$ cat src/rtl/misr_periph.sv
// Memory-mapped MISR peripheral: register file, signature compression of DATA writes,
// and a word-count FSM that raises done/irq after LEN words.
module misr_periph #(
  parameter int unsigned          NBIT_DATA              = 32,
  parameter int unsigned          NBIT_ADDR              = 32,
  parameter longint unsigned      MISR_PERIPH_START_ADDR = 2**25,
  parameter logic [NBIT_DATA-1:0] POLY_RESET             = 32'h04C1_1DB7
) (
  input  logic                 clk_i,
  input  logic                 rst_i,
  input  logic                 re_misr_i,
  input  logic                 we_misr_i,
  input  logic [NBIT_ADDR-1:0] addr_misr_i,
  input  logic [NBIT_DATA-1:0] data_misr_i,
  output logic [NBIT_DATA-1:0] rdata_o,
  output logic                 rvalid_o,
  output logic                 err_o,
  output logic                 irq_o
);

  localparam logic [NBIT_ADDR-1:0] BASE = NBIT_ADDR'(MISR_PERIPH_START_ADDR);

  typedef enum logic [2:0] {
    R_CTRL = 3'd0, R_STATUS = 3'd1, R_SEED = 3'd2, R_POLY = 3'd3,
    R_LEN  = 3'd4, R_DATA   = 3'd5, R_SIG  = 3'd6, R_CNT  = 3'd7
  } reg_idx_t;

  typedef enum logic [1:0] {IDLE, RUN, DONE} state_t;

  typedef struct packed {
    logic                 re;
    logic                 we;
    logic [NBIT_ADDR-1:0] addr;
    logic [NBIT_DATA-1:0] data;
  } req_t;

  req_t                 req;
  logic [NBIT_ADDR-1:0] off;
  logic                 mapped;
  reg_idx_t             idx;
  logic                 wr, rd;

  state_t               state;
  logic                 en, ovf;
  logic [NBIT_DATA-1:0] seed, poly, len, sig, cnt;
  logic [NBIT_DATA-1:0] sig_nxt, cnt_inc, rmux;
  logic                 busy, done;

  assign req    = '{re: re_misr_i, we: we_misr_i, addr: addr_misr_i, data: data_misr_i};
  assign off    = req.addr - BASE;
  assign mapped = (off < NBIT_ADDR'(32)) && (off[1:0] == 2'b00);
  assign idx    = reg_idx_t'(off[4:2]);
  // A write wins over a simultaneous read; the read is dropped entirely.
  assign wr     = req.we & mapped;
  assign rd     = req.re & ~req.we;

  assign busy  = (state == RUN);
  assign done  = (state == DONE);
  assign irq_o = done;

  assign sig_nxt = {sig[NBIT_DATA-2:0], 1'b0} ^ (sig[NBIT_DATA-1] ? poly : '0) ^ req.data;
  assign cnt_inc = cnt + NBIT_DATA'(1);

  always_comb begin
    rmux = '0;
    case (idx)
      R_CTRL:   rmux = NBIT_DATA'(en);
      R_STATUS: rmux = NBIT_DATA'({ovf, done, busy});
      R_SEED:   rmux = seed;
      R_POLY:   rmux = poly;
      R_LEN:    rmux = len;
      R_SIG:    rmux = sig;
      R_CNT:    rmux = cnt;
      default:  rmux = '0;
    endcase
  end

  // Read path: data sampled before this cycle's register updates.
  always_ff @(posedge clk_i) begin
    if (rst_i) begin
      rdata_o  <= '0;
      rvalid_o <= 1'b0;
      err_o    <= 1'b0;
    end else begin
      rvalid_o <= rd;
      err_o    <= (req.re | req.we) & ~mapped;
      if (rd) rdata_o <= mapped ? rmux : '0;
    end
  end

  always_ff @(posedge clk_i) begin
    if (rst_i) begin
      state <= IDLE;
      en    <= 1'b0;
      ovf   <= 1'b0;
      seed  <= '0;
      poly  <= POLY_RESET;
      len   <= '0;
      sig   <= '0;
      cnt   <= '0;
    end else if (wr) begin
      case (idx)
        R_CTRL: begin
          en <= req.data[0];
          if (req.data[1]) begin
            // Clear first, then EN is evaluated as if from IDLE.
            sig <= seed;
            cnt <= '0;
            ovf <= 1'b0;
            if (req.data[0]) state <= (len != '0) ? RUN : DONE;
            else             state <= IDLE;
          end else begin
            case (state)
              IDLE:    if (req.data[0]) state <= (len != '0) ? RUN : DONE;
              RUN:     if (!req.data[0]) state <= IDLE;
              default: state <= state;
            endcase
          end
        end
        R_SEED: seed <= req.data;
        R_POLY: poly <= req.data;
        R_LEN:  len  <= req.data;
        R_DATA: begin
          if (state == RUN) begin
            sig <= sig_nxt;
            cnt <= cnt_inc;
            if (cnt_inc == len) state <= DONE;
          end else if (state == DONE) begin
            ovf <= 1'b1;
          end
        end
        default: ;
      endcase
    end
  end

endmodule

$ cat config.mk
export PLATFORM = sky130hd
export DESIGN_NAME = misr_periph
export DESIGN_NICKNAME = d
export VERILOG_FILES = /design/src/rtl/misr_periph.sv
export SDC_FILE = /design/constraint.sdc
export NUM_CORES = 1
export LEC_CHECK = 0
export CAP_MARGIN = 20
export CORE_MARGIN = 1.5
export CORE_UTILIZATION = 55
export CTS_BUF_LIST = sky130_fd_sc_hd__clkbuf_8
export CTS_CLUSTER_SIZE = 25
export DETAILED_ROUTE_END_ITERATION = 16
export PLACE_DENSITY = 0.82
export SYNTH_ARGS = -nofsm -noshare
export SYNTH_HDL_FRONTEND = slang
export SYNTH_SLANG_ARGS = --single-unit
$ cat constraint.sdc
create_clock -name clk_i -period 7.2 [get_ports clk_i]
set_input_delay 2.16 -clock clk_i [delete_from_list [all_inputs] [get_ports clk_i]]
set_output_delay 2.16 -clock clk_i [all_outputs]
set_load 0.01 [all_outputs]
==> flow_summary.json, run 1 <==
{
  "min_path_type": "reg -> reg",
  "coreArea_um2": 19590,
  "clkTransAtPathRegs_ns": 0.11,
  "wl_um": 35530,
  "yosys.area_share.simple_pct": 26.38,
  "initial_core_util_pct": 56.49,
  "end_kind": "flop",
  "hold_slack_ns": 0.4698,
  "synthArstFlopShare_pct": 0,
  "clock-root-buffer": "clkbuf_8",
  "fin_tns_setup_ns": 0,
  "viasPerCell": 6.455,
  "hold_viol_final": 0,
  "io-pin-count": 103,
  "power.leakage_nw": 3.927,
  "synth_compound_area_share_pct": 16.53,
  "cts.sinks": 198,
  "slew_headroom_pct": 20.55,
  "route.detailed.drc": 0,
  "synth_xor_area_share_pct": 8.864,
  "layout_common_cells": "nand2_1, dfxtp_1, nor2_1",
  "ys_seq_area_share_pct": 35.82,
  "die_h_um": 144.9,
  "critPathArrivalTime_ns": 5.53,
  "synthAdderAreaFrac_pct": 0.2261,
  "r2r-start": "cnt[2]$_SDFFE_PP0P_",
  "syn-cell-area_um2": 11070,
  "slew_viol_final": 0,
  "num_rows": 51,
  "required_ns": 7.61,
  "synth-edff-count": 0,
  "synth_top_family_by_area": "simple AND/OR/NAND/NOR gates",
  "clk_latency_ns": 0.49,
  "clk_path_buf_depth": 2,
  "tightest_slew_ns": 1.192,
  "grt_pass1_wl_um": 55880,
  "cts_tree": "built",
  "areaGrowthSynthToFinish_pct": 12.66,
  "final-setup-viol-count": 0,
  "hp-start": "rdata_o[0]$_SDFFE_PP0P_",
  "cts_buffers": 17,
  "holdBufCountCts": 0,
  "grt_overflow": 0,
  "initialDrtViolationCount": 1601,
  "final_common_cell": "nand2_1",
  "crit_type": "in -> reg",
  "rsz0062_at_grt": "no",
  "die-area_um2": 20980,
  "ir_drop_mv": 0.1178,
  "fmax_mhz": 195.5,
  "synth-main-ff-cell": "dfxtp_1",
  "p_per_area_nw_per_um2": 160.9,
  "cap_violations": 0,
  "startpoint": "addr_misr_i[25]",
  "crit_path_max_fanout": 21,
  "synthDistinctLibCells": 70,
  "min_period_ns": 5.115,
  "ys_seq_elements": 198,
  "dpl.hpwl_um": 24160,
  "antenna_found_initial": 0,
  "firstDrtPassIters": 7,
  "fillers": 1674,
  "synth.area.mux_share_pct": 6.863,
  "worstSetupStartpointType": "input port",
  "drive_gt1_share_pct": 8.251,
  "synthCells": 1384,
  "antenna_left": 0,
  "nets": 1475,
  "antenna_cells": 0,
  "fin_crit_sh_pct": 71.04,
  "finalWeightedCongestion": 0.9510,
  "grt_max_degree": 152,
  "syn_nets": 1454,
  "dpl_cell_area_um2": 12030,
  "cts_setup_buffers": 0,
  "avgSynthCellArea_um2": 7.996,
  "io_buffers": 102,
  "vias": 10860,
  "grtUsageTotal_pct": 34.87,
  "post-route-cell-area_um2": 12470,
  "die_w_um": 144.9,
  "htreeDepth": 4,
  "ys_warn_count": 0,
  "wl_per_cell_um": 21.11,
  "status": "completed",
  "fin_worst_skew_ns": 0.01405,
  "grt_pass1_vias": 10050,
  "ctsResizeCount": 0
}
[flip-flops by register name, indices dropped and copies added, names as in the netlist, 2 cells and up]
register	flops
seed	32
cnt	32
len	32
rdata_o	32
poly	32
state	2
sig	32
[logic make-up (layout without fill, tap and decap cells)]
group	after synthesis	in the layout
fa+ha+maj	2	2
flops	198	198
mux	38	38
xor+xnor	112	112
compound gates	290	290
simple gates	615	615
buf+inv	129	163
[final cells by class]
cell class                 count  area [µm²]  area share (%)
multi-input combinational   1057        6551           52.54
sequential                   198        3965           31.80
timing repair buffer         121        1175           9.423
tap                          265       331.6           2.659
clock buffer                  17       234.0           1.877
clock inverter                15       173.9           1.395
inverter                      10       37.54          0.3011
[critical path, stage by stage]
cell	delay, ns
clkdlybuf4s50_1	0.48
inv_1	0.05
ha_1	0.28
nor4b_2	0.19
nand4_1	0.21
or3_1	0.58
or3_1	0.65
buf_8	0.25
or4_1	0.50
a21oi_1	0.16
[layer usage]
| layer | vias to the layer above | part of all wire [%] | global-route usage, % |
|---|---|---|---|
| met5 | - | 0 | 0 |
| met4 | 0 | 2.0 | 11.32 |
| met3 | 82 | 11 | 7.371 |
| met2 | 668 | 46 | 53.16 |
| met1 | 5189 | 41 | 49.18 |
| li1 | 4924 | - | - |
[power breakdown]
| part | total, mW | internal (mW) | switching, mW |
|---|---|---|---|
| Sequential | 1.10 | 1.09 | 0.000119 |
| Combinational | 0.155 | 0.0670 | 0.0880 |
| Clock | 0.756 | 0.319 | 0.437 |
| Total | 2.01 | 1.48 | 0.525 |
[synthesized netlist by cell type (3+ instances only)]
master / count / area [µm²]
nand2_1: 285 / 1070
dfxtp_1: 198 / 3964
nor2_1: 128 / 480.5
a21oi_1: 123 / 615.6
xnor2_1: 95 / 832.1
clkbuf_1: 88 / 330.3
nor3_1: 48 / 240.2
o21ai_0: 40 / 200.2
a22oi_1: 34 / 255.2
a211oi_1: 33 / 247.7
mux4_2: 29 / 653.1
a22o_1: 26 / 227.7
nand4_1: 25 / 156.4
nor4_1: 23 / 143.9
nand3b_1: 19 / 142.6
xor2_1: 17 / 148.9
or3_1: 16 / 100.1
nand3_1: 14 / 70.07
buf_2: 10 / 50.05
inv_1: 9 / 33.78
buf_6: 8 / 90.09
mux2i_1: 8 / 80.08
or4_1: 8 / 60.06
buf_1: 7 / 26.28
and3_1: 6 / 37.54
nor2b_1: 6 / 37.54
a31oi_1: 5 / 31.28
nor4_2: 5 / 62.56
nand2b_1: 4 / 25.02
o2111ai_1: 4 / 35.03
o31ai_1: 4 / 30.03
a41oi_1: 3 / 26.28
and4_1: 3 / 26.28
o211ai_1: 3 / 22.52
or2_2: 3 / 18.77
[stage by stage]
stage | worst slack, ns | util [%] | power [mW] | std cells
3_5_place_dp | 1.526 | 61.38 | 1.272 | 1649
3_3_place_gp | 1.558 | 61.38 | 1.271 | 1649
4_1_cts | 2.021 | 63.47 | 2.005 | 1681
2_1_floorplan | 2.728 | - | 1.200 | 1384
6_report | 2.085 | 63.65 | 2.006 | 1683
5_1_grt | 1.952 | 63.65 | 2.062 | 1683
[final timing paths]
| check | end | slack, ns | depth (start not counted) |
|---|---|---|---|
| setup reg to reg | state[1]$_SDFFE_PP0P_ | 3.68 | 8 |
| setup / recovery | cnt[31]$_SDFFE_PP0P_ | 2.09 | 10 |
| hold / removal | rdata_o[0]$_SDFFE_PP0P_ | 0.47 | 2 |
| hold reg to reg | rdata_o[0]$_SDFFE_PP0P_ | 0.47 | 2 |
(Power assumes the default switching activity.)
==> run 2: changes to the inputs <==
--- a/config.mk
+++ b/config.mk
@@ -7,11 +7,11 @@
 export LEC_CHECK = 0
 export CAP_MARGIN = 20
 export CORE_MARGIN = 1.5
-export CORE_UTILIZATION = 55
+export CORE_UTILIZATION = 54
 export CTS_BUF_LIST = sky130_fd_sc_hd__clkbuf_8
 export CTS_CLUSTER_SIZE = 25
 export DETAILED_ROUTE_END_ITERATION = 16
-export PLACE_DENSITY = 0.82
+export PLACE_DENSITY = 0.84
 export SYNTH_ARGS = -nofsm -noshare
 export SYNTH_HDL_FRONTEND = slang
 export SYNTH_SLANG_ARGS = --single-unit
==> constraint.sdc (replaced) <==
create_clock -name clk_i -period 4.3 [get_ports clk_i]
set_input_delay 1.29 -clock clk_i [delete_from_list [all_inputs] [get_ports clk_i]]
set_output_delay 1.29 -clock clk_i [all_outputs]
set_load 0.01 [all_outputs]
==> run 2 against run 1 <==
Effect of this change: utilization down 0.49 points; worst hold slack improved by 0.0097 ns; sequential share of layout area down 0.68 points; die area rose by 1.8%; register-to-register slack got worse by 2.8 ns; clock skew down 0.0031 ns; wire length is 2.5% higher; via count rose by 0.13%; critical path depth unchanged; first-iteration DRC count decreased by 26%; power is 74% higher; final cell count is 1.5% higher.
==> flow_summary.json, run 2 (synthesized netlist as in run 1, its figures left out) <==
{
  "end_kind": "flop",
  "firstDrtPassIters": 8,
  "fin_tns_setup_ns": 0,
  "drive_gt1_share_pct": 9.458,
  "hold_viol_final": 0,
  "die_w_um": 146.2,
  "place_ws_ns": 0.09679,
  "die_h_um": 146.2,
  "clk_latency_ns": 0.49,
  "areaGrowthSynthToFinish_pct": 15.10,
  "io-pin-count": 103,
  "cts_setup_buffers": 0,
  "ctsResizeCount": 0,
  "final_common_cell": "nand2_1",
  "power.leakage_nw": 4.066,
  "cp_common_cell": "or3_1",
  "num_rows": 52,
  "ir_drop_mv": 0.1937,
  "fmax_mhz": 267.9,
  "path_buf_inv": 3,
  "crit_type": "in -> reg",
  "switching_power_mw": 0.8761,
  "initialDrtViolationCount": 1191,
  "power_mw": 3.493,
  "crit_slowest_cell": "or4_1",
  "wl_um": 36420,
  "critPathArrivalTime_ns": 4.15,
  "cts_buffers": 17,
  "drt-met1-wl_um": 14520,
  "path_cells": "clkdlybuf4s50_1, inv_1, ha_1, nor4b_2, nand4_1, or3_1, or3_1, buf_12, or4_1, a21oi_1",
  "clock_power_share_pct": 39.9,
  "top_layer": "met4",
  "final-setup-viol-count": 0,
  "htreeDepth": 4,
  "required_ns": 4.72,
  "antenna_cells": 0,
  "min_period_ns": 3.732,
  "crit_path_max_fanout": 35,
  "nets": 1495,
  "reg2regPathDepth": 8,
  "swShare_pct": 25.08,
  "wl_per_cell_um": 21.32,
  "clock-root-buffer": "clkbuf_8",
  "cp_num_cells": 10,
  "intPower_mw": 2.617,
  "tightest_slew_ns": 0.9271,
  "route.met2.wl_um": 16490,
  "cap_violations": 0,
  "holdBufCountCts": 0,
  "initial_core_util_pct": 54.87,
  "grtUsageTotal_pct": 34.47,
  "route.detailed.drc": 0,
  "slew_headroom_pct": 37.86,
  "coreArea_um2": 20170,
  "slew_viol_final": 0,
  "viasPerCell": 6.368,
  "fin_crit_sh_pct": 86.80,
  "min_path_cells": 2,
  "fin_worst_skew_ns": 0.01097,
  "grt_max_degree": 86,
  "antenna_found_initial": 1,
  "status": "completed",
  "grt_pass1_vias": 10610,
  "hold_slack_ns": 0.4795,
  "antenna_left": 0,
  "layout_common_cells": "nand2_1, dfxtp_1, nor2_1",
  "clkTransAtPathRegs_ns": 0.11,
  "p_per_area_nw_per_um2": 274.2,
  "seq_power_share_pct": 52.5,
  "grt_pass1_wl_um": 57600,
  "die-area_um2": 21360,
  "slowest_delay_ns": 0.51,
  "grt_overflow": 0,
  "worstSetupStartpointType": "input port",
  "fillers": 1737,
  "min_path_type": "reg -> reg",
  "wl_met3_um": 3795,
  "clk_path_buf_depth": 2,
  "finalWorstSetupSlack_ns": 0.5677,
  "dpl.hpwl_um": 25500,
  "finalWeightedCongestion": 0.9999,
  "vias": 10880,
  "rsz0062_at_grt": "no",
  "crit_family": "simple AND/OR/NAND/NOR gates",
  "io_buffers": 102,
  "cts_tree": "built",
  "cts.sinks": 198,
  "pwr-share-comb_pct": 7.6
}
[run 2: stage by stage]
| step | cell area (µm²) | utilization (%) | instances |
|---|---|---|---|
| after floorplan | 11070 | - | 1384 |
| after global placement | 12280 | 60.87 | 1676 |
| after detailed placement | 12280 | 60.87 | 1676 |
| after CTS | 12740 | 63.16 | 1708 |
| after global routing | 12740 | 63.16 | 1708 |
| final | 12740 | 63.16 | 1708 |
[run 2: worst paths after layout]
path / slack [ns] / end / start
setup / recovery: 0.57 / cnt[31]$_SDFFE_PP0P_ / addr_misr_i[25]
hold / removal: 0.48 / rdata_o[0]$_SDFFE_PP0P_ / rdata_o[0]$_SDFFE_PP0P_
setup reg to reg: 0.85 / state[0]$_SDFFE_PP0P_ / cnt[2]$_SDFFE_PP0P_
hold reg to reg: 0.48 / rdata_o[0]$_SDFFE_PP0P_ / rdata_o[0]$_SDFFE_PP0P_
[run 2: layout make-up]
class | count | area (µm²) | share of cell area [%]
repair buffers | 141 | 1393 | 10.93
multi-input cells | 1057 | 6545 | 51.38
clock buffers | 18 | 247.7 | 1.945
flip-flops and latches | 198 | 3964 | 31.12
clock inverters | 14 | 214.0 | 1.680
well taps | 270 | 337.8 | 2.652
inverters | 10 | 37.54 | 0.2947
[run 2: tightest hold or removal path: cells and delay by family, from the launching register on]
kind / cells / cell delay, ns
and+or+nand+nor: 1 / 0.06
AOI/OAI and AO/OA: 1 / 0.05
DFF: 1 / 0.34
[run 2: power by group through the flow]
stage	clock network [mW]	logic (mW)	registers [mW]
global placement	0	0.256	1.88
CTS	1.40	0.261	1.83
global route	1.47	0.280	1.83
floorplan	0	0.132	1.88
finish	1.39	0.266	1.83
detailed placement	0	0.260	1.88
[run 2: routing by layer]
metal / vias to the layer above / track usage, %
li1: 4959 / -
met2: 632 / 52.89
met4: 0 / 16.62
met1: 5171 / 45.33
met3: 115 / 8.844
met5: - / 0
